### config.mk
export PLATFORM = sky130hd
export DESIGN_NAME = cpu_controller
export DESIGN_NICKNAME = d
export VERILOG_FILES = /design/src/rtl/cpu_controller.sv
export SDC_FILE = /design/constraint.sdc
export NUM_CORES = 1
export LEC_CHECK = 0
export CORE_ASPECT_RATIO = 0.9
export CORE_MARGIN = 2
export CORE_UTILIZATION = 34
export DETAILED_ROUTE_END_ITERATION = 8
export PLACE_DENSITY_LB_ADDON = 0.1
export SLEW_MARGIN = 25
export SYNTH_ARGS = -nofsm -noshare
export SYNTH_HDL_FRONTEND = slang
export SYNTH_SLANG_ARGS = --single-unit
### constraint.sdc
create_clock -name clk -period 1.44 [get_ports clk]
set_input_delay 0.144 -clock clk [delete_from_list [all_inputs] [get_ports clk]]
set_output_delay 0.144 -clock clk [all_outputs]
set_load 0.1 [all_outputs]
### src/rtl/cpu_controller.sv
// cpu_controller
//   Moore sequencer for the Simple RISC Machine: fetches one 16-bit
//   instruction per pass, decodes {opcode, op} and steps the datapath,
//   instruction register, PC and shared RAM port one micro-step per clock.
//
// Ports
//   clk        in   system clock, all state changes on the rising edge
//   reset_n    in   asynchronous active-low reset
//   opcode     in   IR[15:13]
//   op         in   IR[12:11]
//   nsel       out  one-hot register field select (001=Rn, 010=Rd, 100=Rm)
//   vsel       out  writeback select (0=C, 1=PC, 2=sximm8, 3=mdata)
//   write, loada, loadb, loadc, loads  out  datapath enables
//   asel, bsel out  A operand forced to 0 / B operand from sximm5
//   ALUop      out  ALU operation
//   load_ir, load_pc, reset_pc, load_addr  out  IR / PC / address reg enables
//   addr_sel   out  1 = RAM address from PC, 0 = from data-address register
//   mem_cmd    out  00 none, 01 read, 10 write
//   halted     out  high while in HALT
//   state_out  out  current state code (RST reads as 0)
module cpu_controller (
    input  logic       clk,
    input  logic       reset_n,
    input  logic [2:0] opcode,
    input  logic [1:0] op,
    output logic [2:0] nsel,
    output logic [1:0] vsel,
    output logic       write,
    output logic       loada,
    output logic       loadb,
    output logic       loadc,
    output logic       loads,
    output logic       asel,
    output logic       bsel,
    output logic [1:0] ALUop,
    output logic       load_ir,
    output logic       load_pc,
    output logic       reset_pc,
    output logic       load_addr,
    output logic       addr_sel,
    output logic [1:0] mem_cmd,
    output logic       halted,
    output logic [4:0] state_out
);

    // The execute step is split per instruction class so that ALUop, asel
    // and loads/loadc come from the state register alone and never from
    // the op field combinationally.
    typedef enum logic [4:0] {
        S_RST      = 5'd0,
        S_IF1,
        S_IF2,
        S_UPD_PC,
        S_DECODE,
        S_WR_IMM,
        S_GET_A,
        S_GET_B,
        S_EXEC_MOV,
        S_EXEC_MVN,
        S_EXEC_ADD,
        S_EXEC_AND,
        S_EXEC_CMP,
        S_WR_RD,
        S_ADDR,
        S_LD_ADDR,
        S_MRD1,
        S_MRD2,
        S_GET_RD,
        S_ST_EXEC,
        S_MWR,
        S_HALT
    } state_t;

    localparam logic [2:0] NSEL_RN = 3'b001;
    localparam logic [2:0] NSEL_RD = 3'b010;
    localparam logic [2:0] NSEL_RM = 3'b100;

    state_t state;
    state_t state_next;

    always_ff @(posedge clk or negedge reset_n) begin
        if (!reset_n)
            state <= S_RST;
        else
            state <= state_next;
    end

    always_comb begin
        state_next = state;
        case (state)
            S_RST:    state_next = S_IF1;
            S_IF1:    state_next = S_IF2;
            S_IF2:    state_next = S_UPD_PC;
            S_UPD_PC: state_next = S_DECODE;
            S_DECODE: begin
                case ({opcode, op})
                    5'b110_10:                     state_next = S_WR_IMM;
                    5'b110_00, 5'b101_11:          state_next = S_GET_B;
                    5'b101_00, 5'b101_01, 5'b101_10,
                    5'b011_00, 5'b100_00:          state_next = S_GET_A;
                    default:                       state_next = S_HALT;
                endcase
            end
            S_WR_IMM: state_next = S_IF1;
            S_GET_A: begin
                // Only LDR/STR and the two-operand ALU ops reach GET_A.
                if (opcode == 3'b011 || opcode == 3'b100)
                    state_next = S_ADDR;
                else
                    state_next = S_GET_B;
            end
            S_GET_B: begin
                case ({opcode, op})
                    5'b110_00: state_next = S_EXEC_MOV;
                    5'b101_11: state_next = S_EXEC_MVN;
                    5'b101_01: state_next = S_EXEC_CMP;
                    5'b101_10: state_next = S_EXEC_AND;
                    default:   state_next = S_EXEC_ADD;
                endcase
            end
            S_EXEC_MOV,
            S_EXEC_MVN,
            S_EXEC_ADD,
            S_EXEC_AND: state_next = S_WR_RD;
            S_EXEC_CMP: state_next = S_IF1;
            S_WR_RD:    state_next = S_IF1;
            S_ADDR:     state_next = S_LD_ADDR;
            S_LD_ADDR:  state_next = (opcode == 3'b011) ? S_MRD1 : S_GET_RD;
            S_MRD1:     state_next = S_MRD2;
            S_MRD2:     state_next = S_IF1;
            S_GET_RD:   state_next = S_ST_EXEC;
            S_ST_EXEC:  state_next = S_MWR;
            S_MWR:      state_next = S_IF1;
            S_HALT:     state_next = S_HALT;
            default:    state_next = S_RST;
        endcase
    end

    always_comb begin
        nsel      = '0;
        vsel      = '0;
        write     = 1'b0;
        loada     = 1'b0;
        loadb     = 1'b0;
        loadc     = 1'b0;
        loads     = 1'b0;
        asel      = 1'b0;
        bsel      = 1'b0;
        ALUop     = '0;
        load_ir   = 1'b0;
        load_pc   = 1'b0;
        reset_pc  = 1'b0;
        load_addr = 1'b0;
        addr_sel  = 1'b0;
        mem_cmd   = '0;
        halted    = 1'b0;
        case (state)
            S_RST: begin
                reset_pc = 1'b1;
                load_pc  = 1'b1;
            end
            S_IF1: begin
                addr_sel = 1'b1;
                mem_cmd  = 2'b01;
            end
            S_IF2: begin
                addr_sel = 1'b1;
                mem_cmd  = 2'b01;
                load_ir  = 1'b1;
            end
            S_UPD_PC: load_pc = 1'b1;
            S_WR_IMM: begin
                nsel  = NSEL_RN;
                vsel  = 2'd2;
                write = 1'b1;
            end
            S_GET_A: begin
                nsel  = NSEL_RN;
                loada = 1'b1;
            end
            S_GET_B: begin
                nsel  = NSEL_RM;
                loadb = 1'b1;
            end
            S_EXEC_MOV: begin
                asel  = 1'b1;
                loadc = 1'b1;
            end
            S_EXEC_MVN: begin
                asel  = 1'b1;
                ALUop = 2'b11;
                loadc = 1'b1;
            end
            S_EXEC_ADD: loadc = 1'b1;
            S_EXEC_AND: begin
                ALUop = 2'b10;
                loadc = 1'b1;
            end
            S_EXEC_CMP: begin
                ALUop = 2'b01;
                loads = 1'b1;
            end
            S_WR_RD: begin
                nsel  = NSEL_RD;
                write = 1'b1;
            end
            S_ADDR: begin
                bsel  = 1'b1;
                loadc = 1'b1;
            end
            S_LD_ADDR: load_addr = 1'b1;
            S_MRD1:    mem_cmd   = 2'b01;
            S_MRD2: begin
                mem_cmd = 2'b01;
                nsel    = NSEL_RD;
                vsel    = 2'd3;
                write   = 1'b1;
            end
            S_GET_RD: begin
                nsel  = NSEL_RD;
                loadb = 1'b1;
            end
            S_ST_EXEC: begin
                asel  = 1'b1;
                loadc = 1'b1;
            end
            S_MWR:  mem_cmd = 2'b10;
            S_HALT: halted  = 1'b1;
            default: ;
        endcase
    end

    assign state_out = state;

endmodule
==> run summary, run 1 <==
status = did not finish
last flow stage reached = 4_1_cts
stop err = [ERROR DPL-0038] Utilization greater than 100%, impossible to legalize
share of the synthesized area in the top cell type = 16.5%
Yosys Warn Count = 0
ys flop type = dfrtp_1
Seq/Total Area, Yosys = 16.5%
Post-Syn Area per Cell = 6.70 um2
Synth Instances = 113
Yosys cell types = 38
CTS Sinks = 5
Post-synth EDFFs = 0
synthesis-stage register bit count = 5
HPWL after detailed placement = 2.72 mm
Starting Density = 35.3%
std cell rows = 16
placed cell count = 203
gp weighted congestion = 0.892
root buf cell = clkbuf_4
Post-CTS Setup Bufs = 18
die span in y = 48.8 um
H-tree levels = 1
Mapped Nets = 120
DIE WIDTH = 53.7 um
I/O Buffers = 33
Max clock buf depth = 2
Synth area leader = dfrtp_1
worst slack at placement = -0.306 ns
Async SR Flop Fraction = 100%
Synth Cell Area = 757 um2
IO Pins = 34
most area-consuming cells after synthesis = dfrtp_1 17%, nand2b_1 8.3%, nor3_1 7.9%
cts hold-fix bufs = 0
post-CTS sizing = 34
Num CTS Buffers = 3
-- cells in the mapped netlist, types with 3 or more instances --
| cell type | number |
|---|---|
| a211oi_1 | 3 |
| a21oi_1 | 10 |
| buf_2 | 3 |
| clkbuf_1 | 5 |
| dfrtp_1 | 5 |
| nand2_1 | 9 |
| nand2b_1 | 10 |
| nand3b_1 | 3 |
| nor2_1 | 15 |
| nor3_1 | 12 |
| o21ai_0 | 3 |
-- kinds of logic after synthesis --
family | after synthesis | share of synthesized area [%]
AOI/OAI and AO/OA | 29 | 26.4
xor gates and xnor gates | 2 | 2.31
buffers and inverters | 13 | 7.93
DFF | 5 | 16.5
muxes | 1 | 1.49
and+or+nand+nor | 63 | 45.3
-- through the flow --
stage          cell area (um2)  setup TNS (ns)  hold WS, ns
2_1_floorplan             1120          -12.06       -0.152
3_5_place_dp              1960           -1.89        0.384
3_3_place_gp              1960           -1.22        0.378
==> inputs of run 2 (changes only) <==
CORE_ASPECT_RATIO = default   (was 0.9)
CORE_UTILIZATION = 20   (was 34)
PLACE_DENSITY_LB_ADDON = 0.15   (was 0.1)
clock period = 1.85 ns   (was 1.44 ns; I/O delays follow)
==> run summary, run 2 <==
status = completed
slew margin rel. = 74.9%
core area = 0.00366 mm2
most area-consuming cells after synthesis = dfrtp_1 17%, nand2b_1 8.3%, nor3_1 7.9%
ys flop type = dfrtp_1
crit-path max FO = 9
clk_lat worst skew = 0.22 ns
Final min period = 1.80 ns
Final period util = 97.1%
H-tree levels = 1 (unchanged)
die span in y = 65.5 um (+34%)
CP Class = reg -> out
Crit path max-delay family = buffers and inverters
global route total overflow = 0
area grow syn2layout = 144%
Synth area leader = dfrtp_1
commonest cells after routing, fill and taps aside = 27 x buf_12, 18 x buf_4, 9 x nor3_4, 9 x a21oi_1, 7 x nor2_4
Routed WL = 2.80 mm
Final Slew Violations = 0
Max clock buf depth = 2 (unchanged)
hold crit path type = in -> async
slowest cell on the critical path = dfrtp_4
std cell rows = 22 (+6)
most common cell after layout, fill and taps aside = buf_12
Num CTS Buffers = 3 (unchanged)
Fmax = 557 MHz
Starting Density = 20.7% (-15 points)
first-pass GRT wire length = 4.75 mm
DP Area = 0.00173 mm2 (-12%)
top-count cell post-synth = nor2_1
Fill cells = 331
max reg flops = 5
Worst Setup Start Kind = register
WP buf/inv = 3
Post-synth EDFFs = 0 (unchanged)
antenna cells = 0
CP max stage delay = 0.51 ns
Post-Syn Area per Cell = 6.70 um2 (unchanged)
HPWL after detailed placement = 2.19 mm (-19%)
number of antenna violations at the first check in global routing = 0
Cell Chain, Critical Path = nand2b_1, buf_4, buf_4, a21oi_4, buf_12
root buf cell = clkbuf_8
Finished Cell Area = 0.00185 mm2
Yosys cell types = 38 (unchanged)
most frequent CP cell = buf_4
via/cell ratio = 4.95
DIE AREA = 0.00429 mm2
synthesis-stage register bit count = 5 (unchanged)
via count = 1,025
Synth Cell Area = 757 um2 (unchanged)
Synth top cells by count = 15 x nor2_1, 12 x nor3_1, 10 x a21oi_1, 10 x nand2b_1, 9 x nand2_1
DRT antenna net count = 0
gr usage total = 13.9%
Synth Instances = 113 (unchanged)
Fin Clk Skew = 0.00249 ns
DIE WIDTH = 65.5 um (+22%)
Worst-path clk slew = 0.04 ns
gp weighted congestion = 0.882 (-1.1%)
CP arrival = 1.61 ns
Crit path required time = 1.66 ns
slew at the pin closest to its max-slew limit = 0.375 ns
CTS Sinks = 5 (unchanged)
Yosys Warn Count = 0 (unchanged)
TritonRoute pass-1 iters = 4
DRT iter0 DRCs = 30
Nets = 167
vias in the first global route = 997
Crit. End Element = primary output
Mapped Nets = 120 (unchanged)
share of the synthesized area in the top cell type = 16.5% (unchanged)
I/O Buffers = 33 (unchanged)
Seq/Total Area, Yosys = 16.5% (unchanged)
WL/cell = 13.5 um
final setup violation count = 0
share of layout cells above drive strength 1 = 57.2%
Fin. Hold Viols = 0
pin count of the biggest net entering global routing = 20
TritonCTS clock tree = built
IO Pins = 34 (unchanged)
# DRC = 0
Core Util, Final = 50.5%
max-cap check violation count = 0
Async SR Flop Fraction = 100% (unchanged)
-- run 2: cell counts after synthesis --
Identical to the previous run, type by type.
-- run 2: final timing paths --
check | startpoint | to | slack [ns] | cells after the start
max in group asynchronous | reset_n | state_out[1] | 1.45 | 1
hold / removal | reset_n | state_out[2] | 0.19 | 1
setup / recovery | state_out[4] | write | 0.05 | 5
setup reg to reg | state_out[3] | state_out[0] | 0.24 | 5
min in group clk | state_out[4] | state_out[3] | 0.67 | 2
hold reg to reg | state_out[4] | state_out[3] | 0.67 | 2
-- run 2: repair_timing --
item	CTS	global route
buffers inserted	2	7
hold buffers	0	0
endpoints found under the setup margin	3	6
hold endpoints to repair	0	0
resized for setup	1	2
-- run 2: cell type report --
class / instances / area, um2 / area share (%)
Timing Repair Buffer: 51 / 736 / 39.8
Clock buffer: 4 / 45.0 / 2.44
Sequential cell: 5 / 144 / 7.78
Inverter: 4 / 15.0 / 0.812
Multi-Input combinational cell: 95 / 850 / 45.9
Tap cell: 48 / 60.1 / 3.25
-- run 2: routing by layer --
metal  global-route usage, %  wire [um]  vias to the layer above
met5                       0          0                        -
met4                    2.86          0                        0
met3                    2.74        113                        0
met2                    24.0       1440                       28
met1                    18.0       1250                      499
li1                        -          -                      498
-- run 2: worst register-to-register path, cell delays in order, from the launching register on --
cell and delay [ns]:
dfrtp_4 0.45, buf_4 0.23, nand2b_1 0.26, a211oi_1 0.08, a2111oi_1 0.33, o31ai_1 0.12
-- run 2: per-stage QoR --
| step | setup TNS, ns | hold slack [ns] | cells | setup WS, ns |
|---|---|---|---|---|
| 3_5_place_dp | 0 | 0.422 | 194 | 0.118 |
| 2_1_floorplan | -3.27 | -0.111 | 113 | -0.281 |
| 6_report | 0 | 0.189 | 207 | 0.0532 |
| 4_1_cts | 0 | 0.191 | 200 | 0.00636 |
| 5_1_grt | -0.0191 | 0.196 | 207 | -0.0170 |
| 3_3_place_gp | 0 | 0.422 | 194 | 0.160 |
-- run 2: kinds of logic (layout without fill, tap and decap cells) --
family / count (synthesis) / in the layout / synth area share (%)
AOI/OAI and AO/OA: 29 / 29 / 26.4
xor gates and xnor gates: 2 / 2 / 2.31
buffers and inverters: 13 / 59 / 7.93
DFF: 5 / 5 / 16.5
muxes: 1 / 1 / 1.49
and+or+nand+nor: 63 / 63 / 45.3
Power of run 2 is not shown: default switching activity piles up to over one toggle a cycle in this logic, so the estimate is an artifact.
